===== src/rtl/stream_mac.sv =====
// stream_mac: signed multiply-accumulate over i_len-beat vectors, one result beat per vector.
// Optional feature macro: STREAM_MAC_SATURATE_EN (clamp the accumulator instead of wrapping).
module stream_mac #(
  parameter int A_WIDTH   = 8,
  parameter int B_WIDTH   = 8,
  parameter int IN_WIDTH  = A_WIDTH + B_WIDTH,
  parameter int ACC_WIDTH = 32,
  parameter int LEN_WIDTH = 8
) (
  input  logic                 clk,
  input  logic                 reset,
  input  logic [LEN_WIDTH-1:0] i_len,
  input  logic                 i_valid,
  output logic                 i_ready,
  input  logic [IN_WIDTH-1:0]  i_data,
  output logic                 o_valid,
  input  logic                 o_ready,
  output logic [ACC_WIDTH-1:0] o_data,
  output logic                 o_dbg_active
);

  localparam int P_WIDTH = A_WIDTH + B_WIDTH;

  // Handshake: a beat transfers on a rising edge where valid && ready are both 1;
  // valid never waits for ready, and ready may depend combinationally on the output side.

  typedef enum logic {
    S_IDLE   = 1'b0,
    S_ACTIVE = 1'b1
  } state_t;

  state_t                    r_state;
  logic [LEN_WIDTH-1:0]      r_remaining;
  logic                      r_p_valid;
  logic                      r_p_first;
  logic                      r_p_last;
  logic signed [P_WIDTH-1:0] r_p;
  logic [ACC_WIDTH-1:0]      r_acc;
  logic                      r_o_valid;
  logic [ACC_WIDTH-1:0]      r_o_data;

  logic                        w_en;
  logic                        w_accept;
  logic signed [A_WIDTH-1:0]   w_a;
  logic signed [B_WIDTH-1:0]   w_b;
  logic signed [P_WIDTH-1:0]   w_prod;
  logic [LEN_WIDTH-1:0]        w_len_eff;
  logic                        w_first;
  logic                        w_last;
  logic signed [ACC_WIDTH-1:0] w_pe;
  logic signed [ACC_WIDTH-1:0] w_acc_base;
  logic [ACC_WIDTH-1:0]        w_acc_next;

  assign w_en     = !r_o_valid || o_ready;
  assign i_ready  = reset && w_en;
  assign w_accept = i_valid && i_ready;

  assign w_a    = i_data[IN_WIDTH-1:B_WIDTH];
  assign w_b    = i_data[B_WIDTH-1:0];
  assign w_prod = P_WIDTH'(w_a) * P_WIDTH'(w_b);

  // A zero length is an ordinary single-beat vector.
  assign w_len_eff = (i_len == '0) ? LEN_WIDTH'(1) : i_len;
  assign w_first   = (r_state == S_IDLE);
  assign w_last    = w_first ? (w_len_eff == LEN_WIDTH'(1))
                             : (r_remaining == LEN_WIDTH'(1));

  always_ff @(posedge clk or negedge reset) begin
    if (!reset) begin
      r_state     <= S_IDLE;
      r_remaining <= '0;
    end else if (w_accept) begin
      if (r_state == S_IDLE) begin
        r_remaining <= w_len_eff - LEN_WIDTH'(1);
        r_state     <= (w_len_eff == LEN_WIDTH'(1)) ? S_IDLE : S_ACTIVE;
      end else begin
        r_remaining <= r_remaining - LEN_WIDTH'(1);
        if (r_remaining == LEN_WIDTH'(1)) begin
          r_state <= S_IDLE;
        end
      end
    end
  end

  always_ff @(posedge clk or negedge reset) begin
    if (!reset) begin
      r_p_valid <= 1'b0;
      r_p_first <= 1'b0;
      r_p_last  <= 1'b0;
      r_p       <= '0;
    end else if (w_en) begin
      r_p_valid <= w_accept;
      r_p_first <= w_first;
      r_p_last  <= w_last;
      r_p       <= w_prod;
    end
  end

  assign w_pe       = ACC_WIDTH'(r_p);
  assign w_acc_base = r_p_first ? '0 : $signed(r_acc);

`ifdef STREAM_MAC_SATURATE_EN
  logic signed [ACC_WIDTH:0] w_sum;

  assign w_sum = (ACC_WIDTH+1)'(w_acc_base) + (ACC_WIDTH+1)'(w_pe);

  // The two top bits disagree exactly when the sum left the ACC_WIDTH range.
  always_comb begin
    w_acc_next = w_sum[ACC_WIDTH-1:0];
    if (w_sum[ACC_WIDTH] != w_sum[ACC_WIDTH-1]) begin
      w_acc_next = w_sum[ACC_WIDTH] ? {1'b1, {(ACC_WIDTH-1){1'b0}}}
                                    : {1'b0, {(ACC_WIDTH-1){1'b1}}};
    end
  end
`else
  assign w_acc_next = w_acc_base + w_pe;
`endif

  always_ff @(posedge clk or negedge reset) begin
    if (!reset) begin
      r_acc     <= '0;
      r_o_valid <= 1'b0;
      r_o_data  <= '0;
    end else if (w_en) begin
      if (r_p_valid) begin
        r_acc <= w_acc_next;
      end
      // w_en guarantees any held result has been taken, so clearing is safe.
      if (r_p_valid && r_p_last) begin
        r_o_data  <= w_acc_next;
        r_o_valid <= 1'b1;
      end else begin
        r_o_valid <= 1'b0;
      end
    end
  end

  assign o_valid      = r_o_valid;
  assign o_data       = r_o_data;
  assign o_dbg_active = (r_state == S_ACTIVE);

endmodule


===== config.mk =====
export PLATFORM = sky130hd
export DESIGN_NAME = stream_mac
export DESIGN_NICKNAME = d
export VERILOG_FILES = /design/src/rtl/stream_mac.sv
export SDC_FILE = /design/constraint.sdc
export NUM_CORES = 1
export LEC_CHECK = 0
export ABC_AREA = 1
export ABC_CLOCK_PERIOD_IN_PS = 2800
export CAP_MARGIN = 20
export CORE_UTILIZATION = 43
export DETAILED_ROUTE_END_ITERATION = 10
export GPL_ROUTABILITY_DRIVEN = 0
export HOLD_SLACK_MARGIN = 0.02
export PLACE_DENSITY_LB_ADDON = 0.3
export SYNTH_ARGS = -nofsm -noshare
export SYNTH_HDL_FRONTEND = slang
export SYNTH_SLANG_ARGS = --single-unit

===== constraint.sdc =====
create_clock -name clk -period 2.8 [get_ports clk]
set_input_delay 0.56 -clock clk [delete_from_list [all_inputs] [get_ports clk]]
set_output_delay 0.56 -clock clk [all_outputs]
set_load 0.03 [all_outputs]

==> impl_results.md <==
* Reg2reg end: o_data[31]
* Crit-path max cell delay at roughly 0.55 ns
* Period utilisation layout at 1.37
* Post-route setup TNS at -9.26 ns
* Tot GR Track Use at 0.220
* Register area at 0.00233 mm²
* Syn avg cell area at 6.74 µm²
* Pwr dens at around 1100 mW/mm²
* H-tree levels at 3
* Top-count cell post-synth: nand2_1
* Synth cell types at 40
* Placed Instances at roughly 1.7k
* Antenna viol nets, final at 0
* Unrepaired setup endpoints after global routing: yes
* CTS tree: built
* Failing checks: negative setup slack
* Crit start category: input pin
* Leak at between 6 and 7 nW
* Crit path cell chain: buf_12 > nand2_4 > inv_2 > fa_1 > inv_2 > fa_1 > inv_1 > fa_1 > inv_2 > fa_1 > inv_2 > ha_4 > nand2_4 > nor3_4 > nor2_4 > o21ai_2 > or2_1 > nand3_1 > nand2_1
* CTS max path bufs at 2
* TritonCTS Sinks at 93
* Worst R2R Path Depth at 13
* Main synth FF type: dfrtp_1
* Worst slew pin tran at 0.849 ns
* First-pass GRT wire length at 38500 µm
* Die Area at 0.0220 mm²
* Largest net degree at the start of global routing at 50
* Post-DP HPWL at between 15000 and 20000 µm
* Worst hold path type: in -> async
* Nets at 1631
* Vias in the first global route at 8261
* Pre-CTS setup slack at -1.92 ns
* Setup violators final at 11
* FFs w/ async S/R, synth at 1.00
* Multi-input gate area at 0.00620 mm²
* Number of remaining DRC errors at 0
* Yosys reg bits at 93
* Number of flops mapped to enable cells by yosys at 0
* Top cell type's share of synthesized area at 0.253
* Die Y at 148 µm
* Fill count at 1975
* Synth-to-Final Area Change at 26.4%
* Syn Inst Count at 1364
* Total Wirelength at 23300 µm
* Overflow after GRT at 0
* Worst Path Required at 3.09 ns
* Peak VDD IR at 694 µV
* Cell family with most CP delay: adder cells
* Max_cap viols at 0
* Status: finished, violations left
* CP max FO at 6
* Top cells by area, synth: dfrtp_1, nand2_1, fa_1
* Via count at roughly 8.6k
* Final Worst Setup Slack at -1.03 ns
* # rows at 53
* Layout cell share with drive strength beyond 1 at 0.194
* Tmin final at 3.83 ns
* Clock latency on the worst-skew pair at 0.36 ns
* Crit path capture type: flip-flop
* Reg-to-reg slack, setup at between 0.2 and 0.3 ns
* Yosys top cell by area: dfrtp_1
* Root Buffer: clkbuf_16
* Starting Density at 0.438
* DRT iter0 DRCs at 442
* WP data arrival at 4.12 ns
* Top cells by count, synth: nand2_1, inv_1, nor2_1, dfrtp_1, nand3_1
* Initial antenna violation count at 0
* Die W at 148 µm
* DR pass1 iterations at 7
* Final cell count without fillers at 1762
* Fin Clk Skew at 0.00825 ns
* Worst-path clk slew at 0.07 ns
* Post-Syn Area at 0.00920 mm²
* DR WL/cell at 13.2 µm
* Inserted Diodes at 0
* Sequential area share after synthesis at 0.253
* # IOs at 63
* Fin. Hold Viols at 0
* Synth Warn # at 0
* Avg Vias per Cell at 4.87
* Total CTS buffers at 9
* Syn nets at 1512
* Slew HR at 0.434
* Maximum clock rate at 261 MHz
* Port bufs at 62
* Core Area at around 0.021 mm²
* Slowest stage cell, crit path: fa_1
* Max-slew violation count at 0
* Buf/Inv on CP at 6
* R2R Path Start: r_p[15]
* Setup CP Type: in -> reg
[worst register-to-register path, stage by stage, from the launching register on]
cell,delay [ns]
dfrtp_1,0.90
ha_1,0.43
nand2_1,0.17
inv_1,0.06
nand2_1,0.07
nand2_1,0.06
inv_1,0.05
nand2_1,0.06
a21oi_1,0.29
nand2_1,0.10
nand2_1,0.07
nand2_1,0.07
nand2_1,0.06
nand2_1,0.05
[flip-flops by register name, indices dropped and copies added, names as in the netlist]
signal and count:
o_data 32, r_acc 32, r_p 16, r_remaining 8, o_dbg_active 1, o_valid 1, r_p_first 1, r_p_last 1
r_p_valid 1
[how the worst max path moves through the flow]
stage | startpoint | to | slack [ns] | cells past startpoint
floorplan | i_data[10] | r_p[10] | -1.21 | 14
global placement | i_data[12] | r_p[11] | -1.80 | 15
detailed placement | i_data[4] | r_p[11] | -1.92 | 15
CTS | i_data[7] | r_p[11] | -1.10 | 18
global route | i_data[7] | r_p[11] | -1.16 | 16
finish | i_data[13] | r_p[11] | -1.03 | 19
[area by class of cell]
type,instances,share of cell area
inverters,294,0.0964
clock buffers,10,0.0206
multi-input cells,941,0.534
clock inverters,5,0.00312
well taps,275,0.0296
repair buffers,144,0.116
flip-flops and latches,93,0.200
[per-stage QoR]
step                      cell area (µm²)  utilization  hold WS (ns)  total power (W)
after global routing                11600        0.553         0.375           0.0140
final                               11600        0.553         0.321           0.0128
after detailed placement            10700        0.508         0.465           0.0103
after CTS                           11300        0.536         0.349           0.0119
after global placement              10700        0.508         0.463           0.0101
after floorplan                      9490            -         0.264          0.00798
[timing repair]
item,4_1_cts,5_1_grt
pin swaps,63,75
hold buffers,0,0
cloned,0,0
setup endpoints to repair,12,12
resized for setup,145,101
setup buffers,15,8
[cell families after synthesis]
family | share of synthesized area
AOI/OAI and AO/OA | 0.0642
xor gates and xnor gates | 0.0152
adders and majority gates | 0.209
buffers and inverters | 0.137
DFF | 0.253
and+or+nand+nor | 0.322
[layer usage]
metal  vias up  track usage  routed length [µm]
li1       4349            -                   -
met1      3988        0.296               10700
met2       203        0.365               11100
met3        35       0.0340                1100
met4         0       0.0619                 415
met5         -            0                   0
[where the power goes]
group          switching, W  total (W)  internal (W)
logic               0.00549    0.00940       0.00391
registers          0.000343    0.00219       0.00185
clock network      0.000546    0.00117      0.000623
total               0.00638     0.0128       0.00638
[cells in the final DEF (no fill, tap or decap), types with 4 or more instances in the layout]
master	netlist	final
or2_2	9	4
nand3_1	78	69
nor2_4	3	8
a31oi_1	6	6
o21ai_1	13	18
fa_2	0	7
xor2_1	4	4
or2_1	4	4
a21oi_4	0	6
nand3b_1	9	9
or2_4	0	5
fa_1	56	49
a21oi_1	28	21
clkbuf_16	0	9
xnor2_1	12	11
nand2_2	17	33
o21ai_0	42	32
nand3_2	4	12
a21oi_2	3	4
buf_4	2	57
ha_1	64	49
nor3_1	11	8
buf_6	0	34
clkdlybuf4s50_1	0	45
inv_2	3	39
ha_4	0	14
inv_1	291	251
nor2_1	95	85
nand2_1	445	419
nand2_4	0	10
dfrtp_1	93	93
nand4_1	11	11
nor2_2	7	12
(Power assumes the default switching activity.)
